### config.mk
export PLATFORM = sky130hd
export DESIGN_NAME = decode_issue_scoreboard
export DESIGN_NICKNAME = d
export VERILOG_FILES = /design/src/rtl/decode_issue_scoreboard.sv
export SDC_FILE = /design/constraint.sdc
export NUM_CORES = 1
export LEC_CHECK = 0
export BUFFER_PORTS_ARGS = -buffer_cell sky130_fd_sc_hd__buf_2
export CORE_ASPECT_RATIO = 0.7
export CORE_MARGIN = 2
export CORE_UTILIZATION = 60
export DETAILED_ROUTE_END_ITERATION = 6
export MAX_ROUTING_LAYER = met4
export PLACE_DENSITY = 0.86
export SYNTH_ARGS = -nofsm -noshare
export SYNTH_HDL_FRONTEND = slang
export SYNTH_SLANG_ARGS = --single-unit
### constraint.sdc
create_clock -name clk -period 8 [get_ports clk]
set_clock_uncertainty 0.2 [all_clocks]
set_input_delay 1.6 -clock clk [delete_from_list [all_inputs] [get_ports clk]]
set_output_delay 1.6 -clock clk [all_outputs]
set_load 0.01 [all_outputs]
### src/rtl/decode_issue_scoreboard.sv
// decode_issue_scoreboard: decode-to-execute issue register with valid/ready flow
// control and a per-register pending-write scoreboard. Stalls on RAW hazards and on
// too many in-flight writes to one register, and squashes the issued instruction on
// a taken branch/jump.
// Optional feature macro: DECODE_WB_BYPASS_EN - a source register retiring its last
// pending write this cycle via writeback is treated as ready in the same cycle.

module decode_issue_scoreboard #(
  parameter int XLEN               = 64,
  parameter int INSTRUCTION_LENGTH = 32,
  parameter int REGISTER_SIZE      = 5,
  parameter int OPCODE             = 7,
  parameter int MAX_PENDING        = 3
) (
  input  logic                          clk,
  input  logic                          rst,
  input  logic                          in_valid,
  output logic                          in_ready,
  input  logic [INSTRUCTION_LENGTH-1:0] instruction,
  input  logic [XLEN-1:0]               PC_in,
  input  logic                          wb_enable,
  input  logic [REGISTER_SIZE-1:0]      wb_addr,
  input  logic                          branch_taken,
  output logic                          out_valid,
  input  logic                          out_ready,
  output logic [INSTRUCTION_LENGTH-1:0] out_instruction,
  output logic [XLEN-1:0]               out_PC,
  output logic [REGISTER_SIZE-1:0]      out_rs1,
  output logic [REGISTER_SIZE-1:0]      out_rs2,
  output logic [REGISTER_SIZE-1:0]      out_rd,
  output logic                          out_rd_write,
  output logic                          stall
);

  localparam int CW   = $clog2(MAX_PENDING + 1);
  localparam int NREG = 2 ** REGISTER_SIZE;

  localparam logic [OPCODE-1:0] OP_LUI    = OPCODE'(7'b0110111);
  localparam logic [OPCODE-1:0] OP_AUIPC  = OPCODE'(7'b0010111);
  localparam logic [OPCODE-1:0] OP_JAL    = OPCODE'(7'b1101111);
  localparam logic [OPCODE-1:0] OP_JALR   = OPCODE'(7'b1100111);
  localparam logic [OPCODE-1:0] OP_OPIMM  = OPCODE'(7'b0010011);
  localparam logic [OPCODE-1:0] OP_OP     = OPCODE'(7'b0110011);
  localparam logic [OPCODE-1:0] OP_LOAD   = OPCODE'(7'b0000011);
  localparam logic [OPCODE-1:0] OP_OPIMM32 = OPCODE'(7'b0011011);
  localparam logic [OPCODE-1:0] OP_OP32   = OPCODE'(7'b0111011);
  localparam logic [OPCODE-1:0] OP_BRANCH = OPCODE'(7'b1100011);
  localparam logic [OPCODE-1:0] OP_STORE  = OPCODE'(7'b0100011);

  logic [CW-1:0]                 r_cnt [NREG];
  logic [CW-1:0]                 w_cntNext [NREG];
  logic                          r_outValid;
  logic [INSTRUCTION_LENGTH-1:0] r_outInstr;
  logic [XLEN-1:0]               r_outPc;
  logic [REGISTER_SIZE-1:0]      r_outRs1;
  logic [REGISTER_SIZE-1:0]      r_outRs2;
  logic [REGISTER_SIZE-1:0]      r_outRd;
  logic                          r_outRdWrite;

  logic [OPCODE-1:0]        w_opcode;
  logic [REGISTER_SIZE-1:0] w_rd;
  logic [REGISTER_SIZE-1:0] w_rs1;
  logic [REGISTER_SIZE-1:0] w_rs2;
  logic                     w_writeClass;
  logic                     w_rdWrite;
  logic                     w_rs1Used;
  logic                     w_rs2Used;
  logic                     w_rs1Busy;
  logic                     w_rs2Busy;
  logic                     w_raw;
  logic                     w_waw;
  logic                     w_hazard;
  logic                     w_slotFree;
  logic                     w_issue;
  logic                     w_flushWrite;

  // Counter step: the issue increment is applied before the decrements so that a
  // same-cycle retire of a brand-new write nets out correctly; never drops below 0.
  function automatic logic [CW-1:0] nextCount(input logic [CW-1:0] cnt, input logic inc,
                                              input logic decWb, input logic decFlush);
    logic [CW:0] sum;
    sum = {1'b0, cnt} + (CW+1)'(inc);
    if (decWb && (sum != '0)) sum = sum - (CW+1)'(1);
    if (decFlush && (sum != '0)) sum = sum - (CW+1)'(1);
    return sum[CW-1:0];
  endfunction

  assign w_opcode = instruction[OPCODE-1:0];
  assign w_rd     = instruction[7 +: REGISTER_SIZE];
  assign w_rs1    = instruction[15 +: REGISTER_SIZE];
  assign w_rs2    = instruction[20 +: REGISTER_SIZE];

  assign w_writeClass = w_opcode inside {OP_LUI, OP_AUIPC, OP_JAL, OP_JALR, OP_OPIMM,
                                         OP_OP, OP_LOAD, OP_OPIMM32, OP_OP32};
  assign w_rdWrite    = w_writeClass && (w_rd != '0);
  assign w_rs1Used    = !(w_opcode inside {OP_LUI, OP_AUIPC, OP_JAL});
  assign w_rs2Used    = w_opcode inside {OP_OP, OP_OP32, OP_BRANCH, OP_STORE};

  // Source busy check; with the bypass, a source retiring its only pending write now is free.
  always_comb begin
    w_rs1Busy = (r_cnt[w_rs1] != '0);
    w_rs2Busy = (r_cnt[w_rs2] != '0);
`ifdef DECODE_WB_BYPASS_EN
    if (wb_enable && (wb_addr == w_rs1) && (r_cnt[w_rs1] == CW'(1))) w_rs1Busy = 1'b0;
    if (wb_enable && (wb_addr == w_rs2) && (r_cnt[w_rs2] == CW'(1))) w_rs2Busy = 1'b0;
`endif
  end

  assign w_raw        = (w_rs1Used && w_rs1Busy) || (w_rs2Used && w_rs2Busy);
  assign w_waw        = w_rdWrite && (r_cnt[w_rd] == CW'(MAX_PENDING));
  assign w_hazard     = w_raw || w_waw;
  assign w_slotFree   = !r_outValid || out_ready;
  assign in_ready     = !branch_taken && !w_hazard && w_slotFree;
  assign stall        = in_valid && w_hazard && !branch_taken && w_slotFree;
  assign w_issue      = in_valid && in_ready;
  assign w_flushWrite = branch_taken && r_outValid && r_outRdWrite;

  // Next counter values: issue adds, writeback and squashed writes subtract; x0 stays 0.
  always_comb begin
    for (int i = 0; i < NREG; i++) begin
      w_cntNext[i] = nextCount(r_cnt[i],
                               w_issue && w_rdWrite && (w_rd == REGISTER_SIZE'(i)),
                               wb_enable && (wb_addr == REGISTER_SIZE'(i)),
                               w_flushWrite && (r_outRd == REGISTER_SIZE'(i)));
    end
    w_cntNext[0] = '0;
  end

  // Scoreboard counters; reset forgets every pending write immediately.
  always_ff @(posedge clk or negedge rst) begin
    if (!rst) begin
      for (int i = 0; i < NREG; i++) r_cnt[i] <= '0;
    end else begin
      for (int i = 0; i < NREG; i++) r_cnt[i] <= w_cntNext[i];
    end
  end

  // Issue register: flush wins, then load on issue, else drop once execute consumes.
  always_ff @(posedge clk or negedge rst) begin
    if (!rst) begin
      r_outValid   <= 1'b0;
      r_outInstr   <= '0;
      r_outPc      <= '0;
      r_outRs1     <= '0;
      r_outRs2     <= '0;
      r_outRd      <= '0;
      r_outRdWrite <= 1'b0;
    end else if (branch_taken) begin
      r_outValid <= 1'b0;
    end else if (w_issue) begin
      r_outValid   <= 1'b1;
      r_outInstr   <= instruction;
      r_outPc      <= PC_in;
      r_outRs1     <= w_rs1;
      r_outRs2     <= w_rs2;
      r_outRd      <= w_rd;
      r_outRdWrite <= w_rdWrite;
    end else if (out_ready) begin
      r_outValid <= 1'b0;
    end
  end

  assign out_valid       = r_outValid;
  assign out_instruction = r_outInstr;
  assign out_PC          = r_outPc;
  assign out_rs1         = r_outRs1;
  assign out_rs2         = r_outRs2;
  assign out_rd          = r_outRd;
  assign out_rd_write    = r_outRdWrite;

endmodule

Word level (Yosys, flattened, before mapping):

Cells that the tools add are included.

* register bits: 175
* input port bits: 107
* output and inout bits: 115
* logic and storage cells: 562

* add/sub/neg operators: 93
* order comparisons: 3
* equal/unequal tests: 105
* multiplexer cells: 74
* bitwise logic cells: 4
* reductions and logical operators: 245

Operators by type and width (number)
* == test 5 bit (second input constant): 48
* nonzero test 3 bit: 64
* logical AND 1 bit: 168
* == test 5 x 4 -> 1 bit (second input constant): 24
* adder 2 x 1 -> 3 bit: 31
* 2-to-1 mux 3 bit: 31
* subtractor 3 x 1 -> 3 bit (second input constant): 31
* 2-to-1 mux 2 bit: 37
* subtractor 2 x 1 -> 2 bit (second input constant): 31
* == test 5 x 3 -> 1 bit (second input constant): 12
* binary-select mux 2 bit (select 5 bit): 3
* == test 5 x 2 -> 1 bit (second input constant): 6
* == test 7 x 6 -> 1 bit (second input constant): 4
* == test 7 x 5 -> 1 bit (second input constant): 3
* == test 7 bit (second input constant): 3
* greater-or-equal comparator 6 bit (second input constant): 3
* NOT 5 -> 6 bit: 3
* == test 5 x 1 -> 1 bit (second input constant): 3
* nonzero test 9 bit: 1
* == test 7 x 2 -> 1 bit (second input constant): 1
* nonzero test 5 bit: 1
* logical NOT 1 bit: 4
* nonzero test 2 bit: 2
* nonzero test 4 bit: 1
* 5 further kinds: 9

Longest topological paths before layout:

Gate-level depths: netlist (run 1).

* word-level depth: 21
* gate-level depth with buffers: 25
* mapped depth without buffers: 18

Least setup slack after synthesis (run 1):

No wires, ideal clock.

* path kind: in2reg
* start point: input port instruction[15]
* end point: register r_cnt[55] (netlist name)
* library setup time: 0.079 ns
* data arrival time: 5.941 ns
* required time: 7.721 ns
* setup slack: 1.780 ns
* stages: 22
* path buffers: 5
* cells stage by stage: buf_2 > inv_1 > mux4_2 > a221oi_1 > or4_1 > a21oi_1 > and3_1 > buf_6 > buf_12 > buf_6 > and3_1 > ha_1 > ha_1 > inv_1 > ha_1 > ha_1 > or4_1 > clkbuf_1 > xnor2_1 > ha_1 > a211oi_1 > mux2i_1

RTL lines
* start, declared: RTL line 19 `input logic [INSTRUCTION_LENGTH-1:0] instruction,`
* end, declared: RTL line 50 `logic [CW-1:0] r_cnt [NREG];`

==> run summary, run 1 <==
For this design, the sink count on the clock tree is 160. The most numerous cell type found on the critical path is ha_1. The first-pass GRT wire length was 48.2 mm.

For this design, the slowest cell found on the critical path is and3_4. Across all hold checks on the routed design, the worst slack comes to 0.302 ns. Counting the fill cells in the layout gives 1410. Walking the worst path, the cells encountered are buf_2 -> inv_2 -> a311oi_1 -> a211oi_1 -> or4_1 -> a311oi_2 -> and3_4 -> and3_1 -> ha_1 -> ha_1 -> inv_1 -> ha_1 -> ha_1 -> nor3_1 -> mux2_2 -> ha_1 -> a211oi_1 -> mux2i_1. The worst setup path is captured at a flop. The tools report the clock latency on the worst-skew pair as 0.44 ns. The worst setup path is launched from an input pin. Data on the critical path is required at its endpoint by 8.15 ns. For the total vias in the final route, the log shows 9460. Starting density of the core: 0.609.

The critical path contains buffers and inverters numbering 3 combined. Wires add up to 30.5 mm. The I/O pin count is 222. The logs give 0.314 for the overall global routing resource usage and 13100 sq um for the area of all placed cells without fillers.

Detailed placement finished with a half-perimeter wire length of 22.8 mm. The run gives 12500 sq um as the post-placement cell area. The congestion estimate from routability-driven global placement came to 0.991. The fraction of final layout cells with drive strength greater than 1 was 0.288. For the final routed database, the setup TNS stands at 0 ns.

After the first detailed-routing iteration, the DRC count stood at 986. The run gives 6 as the total iterations of the first detailed-routing run. The initialized floorplan defines 42 standard-cell rows.

After floorplanning, the core was sized to cover 18800 sq um. The number of enable-type register cells in the synthesized netlist is 0. TritonCTS built the clock tree. On the critical path the largest part of the delay comes from simple AND/OR/NAND/NOR gates.

The cell area after technology mapping was 11500 sq um; the number of buffers inserted for hold repair after clock tree synthesis was 0. The share of synthesized registers carrying an async set or reset came out at 1.00. Launching instance or port of the critical path: instruction[8]. For the pin with the worst max-slew slack, the measured transition is 0.875 ns. The routed design could run at a clock period as short as 6.98 ns. The tools report the worst vdd rail ir drop as 0.134 mV.

Counting flops and latches in the post-synthesis netlist gives 160. The number of setup buffers added after CTS is 0, and the detailed-route wire length per cell is 19.4 um. The via count of the first global-routing pass is 9214, and the part of the Yosys area used for sequential elements is 0.349. The die is 169 um wide. Path type of the worst min-delay path: flop to flop. For the number of failing hold endpoints at the final stage, the log shows 0. The clock tree root driver cell is clkbuf_16. The area growth from synthesis to layout was 14.1%. The flow ran to the end, and the final reports show no timing, DRC or antenna violations. Hold path startpoint: out_PC[62]$_DFFE_PN0P_. At the worst endpoint, the arrival time is 7.13 ns. The maximum achievable frequency was 0.143 GHz; the critical path's largest stage delay was 0.62 ns.

The remaining global-route overflow came out at 0. In the final design database the tool counted 1576 nets. After clock tree synthesis, the clock-pin slew on the worst setup and hold paths is 0.07 ns. The run gives 0 as the final count of pins violating max slew.

In the routed layout, each cell is associated on average with a via count of 6.03. The die is 120 um tall. The H-tree generated during clock tree synthesis spans 4 levels.

Buffers inserted during clock tree synthesis total 17. The critical path is of the input pin to flop type. In the routed design, unresolved DRC markers number 0. The final cycle utilization of the critical path was 0.873. The power per standard cell area is 190 nW/um^2, and the maximum fanout along the worst path is 47. Once routing completed, OpenROAD measured the worst setup slack at 1.02 ns. Dominant synthesized flop cell: dfrtp_1. Yosys mapped the design onto 52 distinct sky130hd cell types. The worst-case headroom to the max-slew limit was 0.417; the number of nets with antenna violations after routing was 0.

In this run the critical register-to-register path is launched from r_cnt[19]$_DFF_PN0_. Worst-case clock buffer depth: 2. Setup repair after global routing left no endpoint under its margin. Prior to clock tree synthesis, the placed netlist has a worst setup slack of 0.877 ns. Each instance of the synthesized netlist takes up on average 10.0 sq um.

Entering global routing, the biggest net connects 92 pins. The standby leakage power came out at 6.15 nW. The die covers 20200 sq um. The count of buffers added on input and output ports is 221. Synthesis handed over a netlist of 1145 instances. The post-cts sizing count was 0. The net count after synthesis is 1407, and the warning count from the yosys run is 0. The initial antenna violation count is 1, and the number of failing setup endpoints in the final timing report is 0.

Max-cap violations in this run came to 0.
==> cell usage after synthesis, drive strengths merged (5+ instances only) <==
cell	n	area [sq um]
a211oi	37	278
and3	42	263
buf	37	323
dfrtp	160	4000
nor2	113	424
nand3	15	75.1
mux2	105	1180
xnor2	62	543
a21oi	51	255
nor3b	5	37.5
nand2b	9	56.3
nor3	19	95.1
nand2	39	146
a31oi	9	56.3
or3	21	131
clkbuf	39	146
ha	155	1940
or4	5	37.5
mux4	9	203
a311oi	5	50.0
inv	103	387
o21ai	20	100
nor2b	10	62.6
mux2i	35	350
==> routing by layer <==
metal,GRT usage,up-vias,share of wire
met3,0.0739,62,0.11
met5,-,-,0
met4,0.0946,0,0.022
met1,0.416,4549,0.41
met2,0.484,513,0.46
li1,-,4336,-
==> cell families (layout without fill, tap and decap cells) <==
family,after synthesis,count (layout),share of synthesized area
DFF,160,160,0.349
xor gates and xnor gates,62,62,0.0474
buffers and inverters,179,361,0.0747
muxes,149,149,0.151
AOI/OAI and AO/OA,144,144,0.0810
other,0,1,0
adders and majority gates,155,155,0.169
and+or+nand+nor,296,296,0.127
==> worst paths after layout <==
path                       cells past startpoint  slack [ns]                              end
setup / recovery                              18        1.02               r_cnt[1]$_DFF_PN0_
setup reg to reg                              17        2.33               r_cnt[1]$_DFF_PN0_
max in group asynchronous                      2        5.12  out_instruction[11]$_DFFE_PN0P_
hold / removal                                 1        0.30           out_PC[62]$_DFFE_PN0P_
hold reg to reg                                1        0.30           out_PC[62]$_DFFE_PN0P_
min in group asynchronous                      1        1.04           out_PC[11]$_DFFE_PN0P_
==> layout by cell type (no fill, tap or decap), types with 7 or more instances in the layout <==
master       n
or3_1       21
o21ai_0     20
nand3_1     15
mux2_2     105
mux2i_1     35
a21oi_1     51
clkbuf_16   17
a31oi_1      9
a211oi_1    37
nand2_1     39
buf_2      220
nor2b_1     10
and3_1      41
xnor2_1     62
nor2_1     113
mux4_2       9
clkinv_8     7
inv_1      102
nor3_1      19
dfrtp_1    160
ha_1       155
nand2b_1     9
==> through the flow <==
stage                     utilization  total power, W  std cells
after global placement          0.662         0.00161       1537
after detailed placement        0.662         0.00164       1537
after global routing            0.695         0.00259       1570
after floorplan                     -         0.00139       1145
final                           0.695         0.00248       1570
after CTS                       0.695         0.00248       1569
==> report_power, final <==
part	switching (W)	internal, W	total [W]
logic	0.000329	0.000279	0.000608
clock network	0.000413	0.000431	0.000844
registers	0.0000898	0.000938	0.00103
==> sequential cells by signal, summed over array words and instances (netlist names) <==
name,cells
out_PC,64
out_instruction,32
out_rd_write,1
out_valid,1
r_cnt,62
==> area by class of cell <==
| class | count | area [sq um] | area share |
|---|---|---|---|
| diodes | 1 | 2.50 | 0.000191 |
| multi-input cells | 806 | 6610 | 0.505 |
| repair buffers | 226 | 1150 | 0.0879 |
| clock inverters | 15 | 204 | 0.0156 |
| well taps | 242 | 303 | 0.0231 |
| inverters | 103 | 387 | 0.0295 |
| clock buffers | 17 | 425 | 0.0325 |
| flip-flops and latches | 160 | 4000 | 0.306 |
Power figures use the tool's default switching activity.
==> run 2, diff against run 1 <==
--- a/config.mk
+++ b/config.mk
@@ -11,7 +11,7 @@
 export CORE_UTILIZATION = 60
 export DETAILED_ROUTE_END_ITERATION = 6
 export MAX_ROUTING_LAYER = met4
-export PLACE_DENSITY = 0.86
+export PLACE_DENSITY_LB_ADDON = 0.12
 export SYNTH_ARGS = -nofsm -noshare
 export SYNTH_HDL_FRONTEND = slang
 export SYNTH_SLANG_ARGS = --single-unit
==> run summary, run 2 (synthesis gave the netlist of run 1 again) <==
The worst-case clock buffer depth was 2 (unchanged). In the layout the commonest cells are buf_2 (220), dfrtp_1 (160), ha_1 (155). The library cell used most frequently in the layout, excluding fill and tap cells, is buf_2. Path type of the worst min-delay path: flop to flop. The clock-pin transition on the worst setup and hold timing paths came out at 0.07 ns (about the same). The core area was 18800 sq um (unchanged); the critical path's largest stage delay was 0.66 ns (+0.04 ns). The clock latency on the worst-skew pair was 0.43 ns (about the same); the post-route DRC violation count was 0 (unchanged). The remaining global-route overflow was 0 (unchanged); the slew at the pin closest to its max-slew limit was 0.907 ns (+0.0325 ns). The tools report the number of setup buffers added after CTS as 0 (unchanged). Hold path startpoint: out_PC[46]$_DFFE_PN0P_.

The run gives 0.321 (+0.00694) as the overall global routing resource usage. For the final sum of negative setup slack, the log shows 0 ns (unchanged). Grouping stages by cell kind, the critical path spends the most delay in simple AND/OR/NAND/NOR gates. The number of buffer cells added on primary ports was 221 (unchanged); the filler cell count was 1492 (+5.8%).

The logs give 1577 (+0.063%) for the layout net count and 1570 (unchanged) for the final non-filler cell total. The run gives 0 (unchanged) as the number of buffers inserted for hold repair after clock tree synthesis. Number of failing hold endpoints at the final stage: 0 (unchanged).

The number of stages on the worst hold path works out to 1 (unchanged). The power per standard cell area came out at 188 nW/um^2 (-1.0%). For the maximum achievable frequency, the log shows 0.146 GHz (+2.1%). The total clock buffers created by CTS was 17 (unchanged). TritonCTS built the clock tree. In this run the clock root is driven by a clkbuf_16. The launching instance or port of the critical path was instruction[8]. The worst path required time was 8.16 ns (about the same). The flow ran to the end, and the final reports show no timing, DRC or antenna violations. The initial antenna violation count was 0 (-1). The number of stages on the worst setup path is 18 (unchanged), and the minimum hold slack is 0.300 ns (-0.00250 ns). Area growth from synthesis to layout: 13.8%. For the number of rows in the core area, the log shows 42 (unchanged).

I/O pin count: 222 (unchanged). The critical path startpoint category was an input pin. The logs give 760 (-23%) for the DRC violation total after the first TritonRoute iteration and 1538 (+0.065%) for the count of placed standard cells including taps. The post-placement cell area was 12500 sq um (about the same); the total number of H-tree levels was 4 (unchanged). The run gives 13000 sq um (-0.27%) as the area of all placed cells without fillers. The cell with the largest stage delay on the worst path was and3_4. The total iterations of the first detailed-routing run was 7 (+1). Setup repair after global routing left no endpoint under its margin.

The tools report the standby leakage power as 6.13 nW (-0.25%). By startpoint and endpoint, the worst setup path is classified as input pin to flop. Logic depth of the worst register-to-register path: 17 (unchanged). The number of antenna diodes is 0 (-1), and the width of the chip is 169 um (unchanged).

Traced cell by cell, the critical path runs through buf_2 -> inv_2 -> a311oi_1 -> a211oi_1 -> or4_1 -> a311oi_2 -> and3_4 -> and3_1 -> ha_1 -> ha_1 -> inv_1 -> ha_1 -> ha_1 -> nor3_1 -> mux2_2 -> ha_1 -> a211oi_1 -> mux2i_1. The worst register-to-register path begins at r_cnt[11]$_DFF_PN0_. The detailed placer's ending HPWL was 23.3 mm (+2.3%). The detailed-route wire length per cell is 19.7 um (+1.3%), and the starting density of the core is 0.609 (unchanged). Maximum fanout along the worst path: 51 (+8.5%). The number of failing setup endpoints in the final timing report is 0 (unchanged), and the worst vdd rail ir drop is 0.154 mV (+15%). The post-layout minimum cycle time is 6.84 ns (-0.141 ns), and the via count of the first global-routing pass is 8942 (-3.0%). The fraction of final layout cells with drive strength greater than 1 is 0.288 (+0.000536).

The tools report the number of nets with antenna violations after routing as 0 (unchanged). Worst-case headroom to the max-slew limit: 0.395 (-0.0217). The post-detailed-route via-to-cell ratio was 5.94 (-1.4%); the final weighted congestion in routability-driven placement was 0.968 (-2.3%). For the worst endpoint data arrival time, the log shows 7.00 ns (-0.13 ns). For the total length of routed wires, the log shows 30.9 mm (+1.3%). The cell that appears most often on the critical path is ha_1.

The final cycle utilization of the critical path was 0.855 (-0.0176). The logs give 160 (unchanged) for the clock sink total and 0 (unchanged) for the number of maximum-capacitance violations. The y dimension of the die is 120 um (unchanged), and the first-pass GRT wire length is 48.5 mm (+0.51%). The buffer and inverter count on the worst path came out at 3 (unchanged). The number of flip-flops under the largest register name is 64 (unchanged), and the full die area is 20200 sq um (unchanged).

The post-cts sizing count was 0 (unchanged); the total vias in the final route was 9326 (-1.4%). The logs give 0 (unchanged) for the final count of pins violating max slew and 95 (+3.3%) for the maximum number of pins on one net before global-route repair. Endpoint type of the worst setup path: a flop.
run 2: cell types whose count changed in the layout (fill, tap and decap cells not counted):
| cell | before | now |
|---|---|---|
| inv_8 | 2 | 5 |
| clkinvlp_4 | 0 | 2 |
| inv_6 | 3 | 2 |
| inv_12 | 2 | 0 |
| diode_2 | 1 | 0 |
| buf_4 | 5 | 6 |
| clkinv_4 | 1 | 3 |
| clkinv_8 | 7 | 3 |
run 2: path summary, 6_finish.rpt:
check,end,slack (ns)
worst max-delay path,r_cnt[1]$_DFF_PN0_,1.16
worst min-delay path,out_PC[46]$_DFFE_PN0P_,0.30
worst max register to register,r_cnt[1]$_DFF_PN0_,2.45
worst min register to register,out_PC[46]$_DFFE_PN0P_,0.30
max in group asynchronous,out_PC[1]$_DFFE_PN0P_,5.15
min in group asynchronous,r_cnt[53]$_DFF_PN0_,1.03
run 2: per-stage QoR:
| stage | total power [W] | setup slack, ns | utilization |
|---|---|---|---|
| 2_1_floorplan | 0.00139 | 1.78 | - |
| 3_3_place_gp | 0.00162 | 1.06 | 0.662 |
| 3_5_place_dp | 0.00165 | 0.852 | 0.662 |
| 4_1_cts | 0.00245 | 1.24 | 0.694 |
| 5_1_grt | 0.00256 | 0.871 | 0.694 |
| 6_report | 0.00245 | 1.16 | 0.694 |
run 2: cell type report:
| type | count | area (sq um) | share of cell area |
|---|---|---|---|
| inverter | 103 | 387 | 0.0296 |
| clock buffer | 17 | 425 | 0.0326 |
| timing repair buffer | 227 | 1160 | 0.0887 |
| sequential | 160 | 4000 | 0.307 |
| tap | 242 | 303 | 0.0232 |
| multi-input combinational | 806 | 6610 | 0.506 |
| clock inverter | 15 | 164 | 0.0126 |
run 2: where the power goes:
part	total (W)	switching [W]	internal (W)
registers	0.00103	0.0000878	0.000938
clock network	0.000812	0.000393	0.000419
logic	0.000610	0.000331	0.000279
total	0.00245	0.000812	0.00164
run 2: routing by layer:
layer / routed length, um / GRT usage
met3: 3240 / 0.0752
met4: 730 / 0.0951
met2: 13500 / 0.482
met5: 0 / -
met1: 13500 / 0.436
run 2: worst reg2reg max path: cells and delay by family, from the launching register on:
kind                       cells  cell delay [ns]
and+or+nand+nor                5             2.16
AOI/OAI and AO/OA              4             1.11
adders and majority gates      5             0.84
muxes                          2             0.64
DFF                            1             0.46
buffers and inverters          1             0.06
